--- config.mk ---
export PLATFORM = sky130hd
export DESIGN_NAME = ram_log_reader
export DESIGN_NICKNAME = d
export VERILOG_FILES = /design/src/rtl/ram_log_reader.sv
export SDC_FILE = /design/constraint.sdc
export NUM_CORES = 1
export LEC_CHECK = 0
export CAP_MARGIN = 10
export CORE_MARGIN = 1.5
export CORE_UTILIZATION = 35
export DETAILED_ROUTE_END_ITERATION = 8
export PLACE_DENSITY_LB_ADDON = 0.1
export SETUP_SLACK_MARGIN = 0.3
export SLEW_MARGIN = 15
export SYNTH_ARGS = -nofsm -noshare
export SYNTH_HDL_FRONTEND = slang
export SYNTH_SLANG_ARGS = --single-unit
--- constraint.sdc ---
create_clock -name i_clock -period 2.9 [get_ports i_clock]
set_input_delay 0.725 -clock i_clock [delete_from_list [all_inputs] [get_ports i_clock]]
set_output_delay 0.725 -clock i_clock [all_outputs]
set_load 0.01 [all_outputs]
--- src/rtl/ram_log_reader.sv ---
// ram_log_reader: walks the log Block RAM from address 0 after a capture
// and streams each 32-bit word out MSB byte first over a valid/ready link
// toward the UART transmitter. The read enable stays high for the whole dump
// so the logger's write address is held and rewound.
module ram_log_reader #(
   parameter int RAM_WIDTH  = 32,
   parameter int RAM_DEPTH  = 32000,
   parameter int ADRS_W     = 16,
   parameter int RD_LATENCY = 1
) (
   input  logic                 i_clock,
   input  logic                 i_reset,
   input  logic                 i_start,
   input  logic [ADRS_W-1:0]    i_n_words,
   output logic [ADRS_W-1:0]    o_read_adrs,
   output logic                 o_enbl_read,
   input  logic [RAM_WIDTH-1:0] i_data_for_read,
   output logic [7:0]           o_tx_data,
   output logic                 o_tx_valid,
   input  logic                 i_tx_ready,
   output logic                 o_busy,
   output logic                 o_done
);

   localparam int BYTES_C = RAM_WIDTH / 8;
   localparam int IDX_W_C = (BYTES_C > 1) ? $clog2(BYTES_C) : 1;

   localparam logic [IDX_W_C-1:0] IDX_LAST_C = IDX_W_C'(BYTES_C - 1);
   localparam logic [IDX_W_C-1:0] IDX_ONE_C  = IDX_W_C'(1);
   localparam logic [1:0]         LAT_LAST_C = 2'(RD_LATENCY - 1);
   localparam logic [ADRS_W-1:0]  DEPTH_C    = ADRS_W'(RAM_DEPTH);
   localparam logic [ADRS_W-1:0]  ADRS_ONE_C = ADRS_W'(1);

   typedef enum logic [2:0] {
      ST_IDLE = 3'd0,
      ST_REQ  = 3'd1,
      ST_SEND = 3'd2,
      ST_NEXT = 3'd3,
      ST_DONE = 3'd4
   } state_t;

   state_t               state_r;
   logic [ADRS_W-1:0]    adrs_r;
   logic [ADRS_W-1:0]    n_r;
   logic [1:0]           lat_r;
   logic [IDX_W_C-1:0]   idx_r;
   logic [RAM_WIDTH-1:0] word_r;
   logic [7:0]           tx_data_r;
   logic                 tx_valid_r;
   logic                 enbl_r;
   logic                 busy_r;
   logic                 done_r;
   logic [ADRS_W-1:0]    n_clamp_s;

   // Byte number i of a word, counting from the most significant byte.
   function automatic logic [7:0] sel_byte(input logic [RAM_WIDTH-1:0] w,
                                           input logic [IDX_W_C-1:0]   i);
      logic [RAM_WIDTH-1:0] sh;
      sh = w << {i, 3'b000};
      return sh[RAM_WIDTH-1 -: 8];
   endfunction

   // Requested length limited to the number of words the RAM actually holds.
   always_comb begin
      n_clamp_s = i_n_words;
      if (i_n_words > DEPTH_C) begin
         n_clamp_s = DEPTH_C;
      end else begin
         n_clamp_s = i_n_words;
      end
   end

   // Dump sequencer: request word, wait the read latency, send its bytes, advance.
   always_ff @(posedge i_clock) begin
      if (!i_reset) begin
         state_r    <= ST_IDLE;
         adrs_r     <= '0;
         n_r        <= '0;
         lat_r      <= 2'd0;
         idx_r      <= '0;
         word_r     <= '0;
         tx_data_r  <= 8'd0;
         tx_valid_r <= 1'b0;
         enbl_r     <= 1'b0;
         busy_r     <= 1'b0;
         done_r     <= 1'b0;
      end else begin
         case (state_r)
            ST_IDLE: begin
               done_r <= 1'b0;
               if (i_start) begin
                  n_r    <= n_clamp_s;
                  adrs_r <= '0;
                  lat_r  <= 2'd0;
                  busy_r <= 1'b1;
                  if (n_clamp_s == '0) begin
                     state_r <= ST_DONE;
                     done_r  <= 1'b1;
                  end else begin
                     state_r <= ST_REQ;
                     enbl_r  <= 1'b1;
                  end
               end
            end
            ST_REQ: begin
               if (lat_r == LAT_LAST_C) begin
                  word_r     <= i_data_for_read;
                  idx_r      <= '0;
                  tx_data_r  <= sel_byte(i_data_for_read, '0);
                  tx_valid_r <= 1'b1;
                  state_r    <= ST_SEND;
               end else begin
                  lat_r <= lat_r + 2'd1;
               end
            end
            ST_SEND: begin
               // Data and valid hold still until the transmitter takes the byte.
               if (i_tx_ready) begin
                  if (idx_r == IDX_LAST_C) begin
                     tx_valid_r <= 1'b0;
                     state_r    <= ST_NEXT;
                  end else begin
                     idx_r     <= idx_r + IDX_ONE_C;
                     tx_data_r <= sel_byte(word_r, idx_r + IDX_ONE_C);
                  end
               end
            end
            ST_NEXT: begin
               if (adrs_r == (n_r - ADRS_ONE_C)) begin
                  enbl_r  <= 1'b0;
                  done_r  <= 1'b1;
                  state_r <= ST_DONE;
               end else begin
                  adrs_r  <= adrs_r + ADRS_ONE_C;
                  lat_r   <= 2'd0;
                  state_r <= ST_REQ;
               end
            end
            ST_DONE: begin
               done_r  <= 1'b0;
               busy_r  <= 1'b0;
               state_r <= ST_IDLE;
            end
            default: begin
               state_r    <= ST_IDLE;
               tx_valid_r <= 1'b0;
               enbl_r     <= 1'b0;
               busy_r     <= 1'b0;
               done_r     <= 1'b0;
            end
         endcase
      end
   end

   assign o_read_adrs = adrs_r;
   assign o_enbl_read = enbl_r;
   assign o_tx_data   = tx_data_r;
   assign o_tx_valid  = tx_valid_r;
   assign o_busy      = busy_r;
   assign o_done      = done_r;

endmodule

# Word level (Yosys, flattened, before mapping)
# Cells that the tools add are included.
# totals
reg_bits	83
inputBits	52
output_inout_bits	28
word_cells	93
# op_classes
addsub	4
order_cmp	1
n_eq_ne	15
n_shift	1
mux	37
bitwise_logic	4
reduce_logical	20
# ops
op	count
$mux W16	3
$pmux W16 S2	1
$shl A32 B5 Y32	1
$mux W8	3
$reduce_and A4 Y1	5
$mux W3	6
$ne A2 B2 Y1 const B	9
$add A16 B1 Y16 const B	1
$eq A16 B16 Y1	1
$gt A16 B15 Y1 const B	1
$logic_not A16 Y1	1
$pmux W8 S2	1
$sub A16 B1 Y16 const B	1
$mux W2	6
$pmux W3 S4	1
$mux W1	10
$pmux W1 S3	3
$reduce_or A3 Y1	3
$reduce_and A2 Y1	4
$eq A3 B2 Y1 const B	2
$pmux W2 S3	1
$add A2 B1 Y2 const B	2
$not A1 Y1	4
$pmux W2 S2	1
10 further kinds	11

# Logic depth before layout (Yosys ltp)
# depth
ltp_word	6
ltp_mapped	11
ltp_nobuf	10

# Worst setup path after synthesis
# No wires, ideal clock.
# synth_path
path_kind	reg-to-reg
startpoint	register n_r[2]
endpoint	register adrs_r[14] (netlist: o_read_adrs[14])
setup_ps	71
t_arrival_ps	2268
required_time_ps	2829
path_slack_ps	561
stages_incl_launch_ff	8
path_buffers	1
synth_period_minus_slack_ps	2339
path_cell_list	dfxtp_1 > buf_6 > or4_4 > or4_4 > nand4bb_2 > nor4_4 > or4_1 > a21oi_1
# synth_via
elab_chain_len	4
# synth_lines
element	line_no	text
from (decl)	44	logic [ADRS_W-1:0] n_r;
from (signal assigned)	92	n_r <= n_clamp_s;
$sub A16 B1 Y16	129	if (adrs_r == (n_r - ADRS_ONE_C)) begin
$eq A16 B16 Y1	129	
$ne A2 B2 Y1 (no line)	--	
$reduce_and A3 Y1 (no line)	--	
to (signal assigned)	134	adrs_r <= adrs_r + ADRS_ONE_C;
to (decl)	43	logic [ADRS_W-1:0] adrs_r;
# Every way passes these cells.
# A chain may end at the register's enable or synchronous reset.

# Final worst setup path
# layout_path
startpoint	register n_r[2]
endpoint	register adrs_r[5] (netlist: o_read_adrs[5])
# Same word-level chain as after synthesis.

==> out/qor.txt <==
relative slew slack - 61.73%
Layout fillers - 1172
Critical Path Max Stage Delay - 0.55 ns
Slew Limit Fails - 0
CTS sink count - 83
ys async rst share - 0%
sequential element share of the synthesized area - 38.48%
critical path's slowest cell - or4_4
post-place instance area - 0.005276 mm²
GP Congestion - 0.8379
largest area contributor in the netlist - dfxtp_1
Comb pwr share - 20.2%
drt wl/cell - 15.88 µm
hold wc startpoint - word_r[2]
Netlist Area Pre-Place - 0.004318 mm²
syn nets - 572
Power Density - 536.7 mW/mm²
hold-fix buffers at CTS - 0
R2R cell count - 7
P_leak - 2.007 nW
Fmax - 0.3935 GHz
clk_lat worst skew - 0.35 ns
status - finished, final reports clean
switching share of total power - 30.40%
Sequential Power Share - 41.9%
top post-synthesis cells by count - 88 x nand2_1, 83 x dfxtp_1, 53 x a21oi_1
Area contributors post-synth - dfxtp_1 38%, nand2_1 7.6%, a21oi_1 6.1%
Pre-antenna DRT Iters - 4
arrival time worst endpoint - 2.82 ns
worst r2r src - n_r[2]
share of Yosys cell area claimed by the top area cell type - 38.48%
M3 GR Usage - 4.129%
most frequent CP cell - or4_4
drt total wl - 11.86 mm
classification of the worst setup path - flop to flop
Clock power frac - 37.9%
initial drt markers - 209
worst hold slack - 0.4549 ns
fin crit period - 2.541 ns
cell area after layout - 0.005692 mm²
H-tree Lvls - 3
initial antenna violation count - 0
number of core rows - 40
Clock Skew - 0.008227 ns
pre-CTS setup slack - 0.2321 ns
GRT Overall Usage - 18.76%
Avg Synthesized Cell Area - 8.368 µm²
Clock Path Buffers - 2
Most Crowded Layer GR - met2
number of buffers inserted by port buffering - 79
clk slew on worst S/H paths - 0.07 ns
Worst Hold Path EP - word_r[2]
peak supply drop - 0.3295 mV
Mapped Cells - 516
Worst Hold Class - flop to flop
CTS tree - built
Detail Placement HPWL - 8.628 mm
area delta synth->final - 31.82%
cells along the critical path - or4_4 -> or4_4 -> nand4bb_2 -> nor4_4 -> buf_12 -> or4_1 -> a21oi_1
vias in the first global route - 3883
starting density of the core - 35.95%
period utilisation layout - 87.64%
grt met2 use - 31.77%
Post-synth EDFFs - 0
Int Pwr - 2.126 mW
Die X - 114.1 µm
nets - 651
cts bufs inserted - 9
TNS Setup - 0 ns
global-route wire length before repair - 19.22 mm
flops & latches, synth - 83
DRC viols - 0
largest net degree at the start of global routing - 34
Net Switching - 928.5 µW
Synth warnings - 0
r2r endpoint - o_read_adrs[5]
hold depth - 2
core footprint - 0.01201 mm²
Worst Max-Slew Pin Slew - 0.5731 ns
Final Hold Fails - 0
via count - 3997
Netlist cell types - 60
die area - 0.01301 mm²
Most used DFF post-synth - dfxtp_1
unrepaired setup endpoints after global routing - yes
vias per inst - 5.351
Startpoint Class - flop
M1 GR Usage - 23.67%
setup ws final - 0.3586 ns
Crit. End Element - flop
max_cap viols - 0
IO Pins - 80
total grt overflow - 0
DRT antenna net count - 0
ant diodes - 0
Die H - 114.1 µm
CTS Root Cell - clkbuf_16
reg-to-reg slack, setup - 0.36 ns
Critical Path RT - 3.18 ns
layout cells sized above 1 - 12.83%
top-count cell post-synth - nand2_1
# setup viols final - 0
CP max FO - 23
[registers in the layout, indices dropped and copies added, names as in the netlist]
| register | count |
|---|---|
| o_tx_data | 8 |
| o_read_adrs | 16 |
| idx_r | 2 |
| o_busy | 1 |
| word_r | 32 |
| state_r | 3 |
| o_tx_valid | 1 |
| n_r | 16 |
| o_done | 1 |
| o_enbl_read | 1 |
| lat_r | 2 |
[area by class of cell]
type,count,area [µm²],share of cell area (%)
sequential,83,1672,29.37
inverter,14,52.55,0.9233
tap,147,183.9,3.231
multi-input combinational,389,2534,44.52
clock inverter,7,78.83,1.385
clock buffer,9,225.2,3.957
timing repair buffer,98,945.9,16.62
[logic make-up (layout without fill, tap and decap cells)]
logic type	count (synthesis)	after routing	synth area share [%]
flops	83	83	38.48
mux	23	23	7.679
buf+inv	44	128	4.491
compound gates	124	124	18.31
simple gates	220	220	26.22
fa+ha+maj	4	4	1.159
xor+xnor	18	18	3.651
[worst max-delay path by stage]
stage,start,end,slack (ns),cells after the start
after floorplan,n_r[2],o_read_adrs[14],0.56,7
after global placement,i_n_words[3],o_done,0.25,8
after detailed placement,i_n_words[3],o_done,0.23,8
after CTS,n_r[3],o_read_adrs[14],0.34,7
after global routing,n_r[2],state_r[2],0.23,9
final,n_r[2],o_read_adrs[5],0.36,7
[cell usage in the layout, fill, tap and decap left out, types with 4 or more instances in the layout]
master and instances:
inv_8 4, a211oi_1 14, mux2i_1 14, or4_4 4
and3_1 8, o21ai_0 13, clkdlybuf4s50_1 79, o211ai_1 5
nor2_1 32, a31oi_1 5, a21oi_1 52, nand2_1 87
buf_4 18, nor4_1 7, nand3b_1 4, nor3_1 15
xor2_1 8, mux4_2 8, xnor2_1 9, dfxtp_1 77
dfxtp_2 5, nor2b_1 8, a22oi_1 11, nand2b_1 10
clkbuf_16 9, or3_1 6, nand3_1 15, inv_1 13
[critical path: cells and delay by family (launching register included)]
family / cells / cell delay [ns]
compound gates: 1 / 0.14
buf+inv: 1 / 0.17
simple gates: 5 / 1.78
flops: 1 / 0.38
[power by group through the flow]
stage	clock network (mW)	logic (mW)	registers, mW
after CTS	1.19	0.600	1.28
after floorplan	0	0.381	1.29
after global routing	1.24	0.682	1.29
final	1.16	0.617	1.28
after global placement	0	0.590	1.30
after detailed placement	0	0.596	1.30
[layer usage]
metal,part of all wire (%),up-vias
met3,3.7,13
met2,49,80
li1,-,2016
met1,46,1888
met4,1.6,0
met5,0,-
[stage by stage]
step	util [%]	power (mW)	cells
4_1_cts	46.51	3.071	743
2_1_floorplan	-	1.669	516
5_1_grt	47.39	3.209	747
3_3_place_gp	43.93	1.891	727
6_report	47.39	3.055	747
3_5_place_dp	43.93	1.899	727
[timing repair]
item | 4_1_cts | 5_1_grt
buffers inserted | 0 | 4
pin swaps | 0 | 8
resized for setup | 2 | 20
endpoints found under the setup margin | 3 | 8
cloned | 0 | 0
Power figures use the tool's default switching activity.
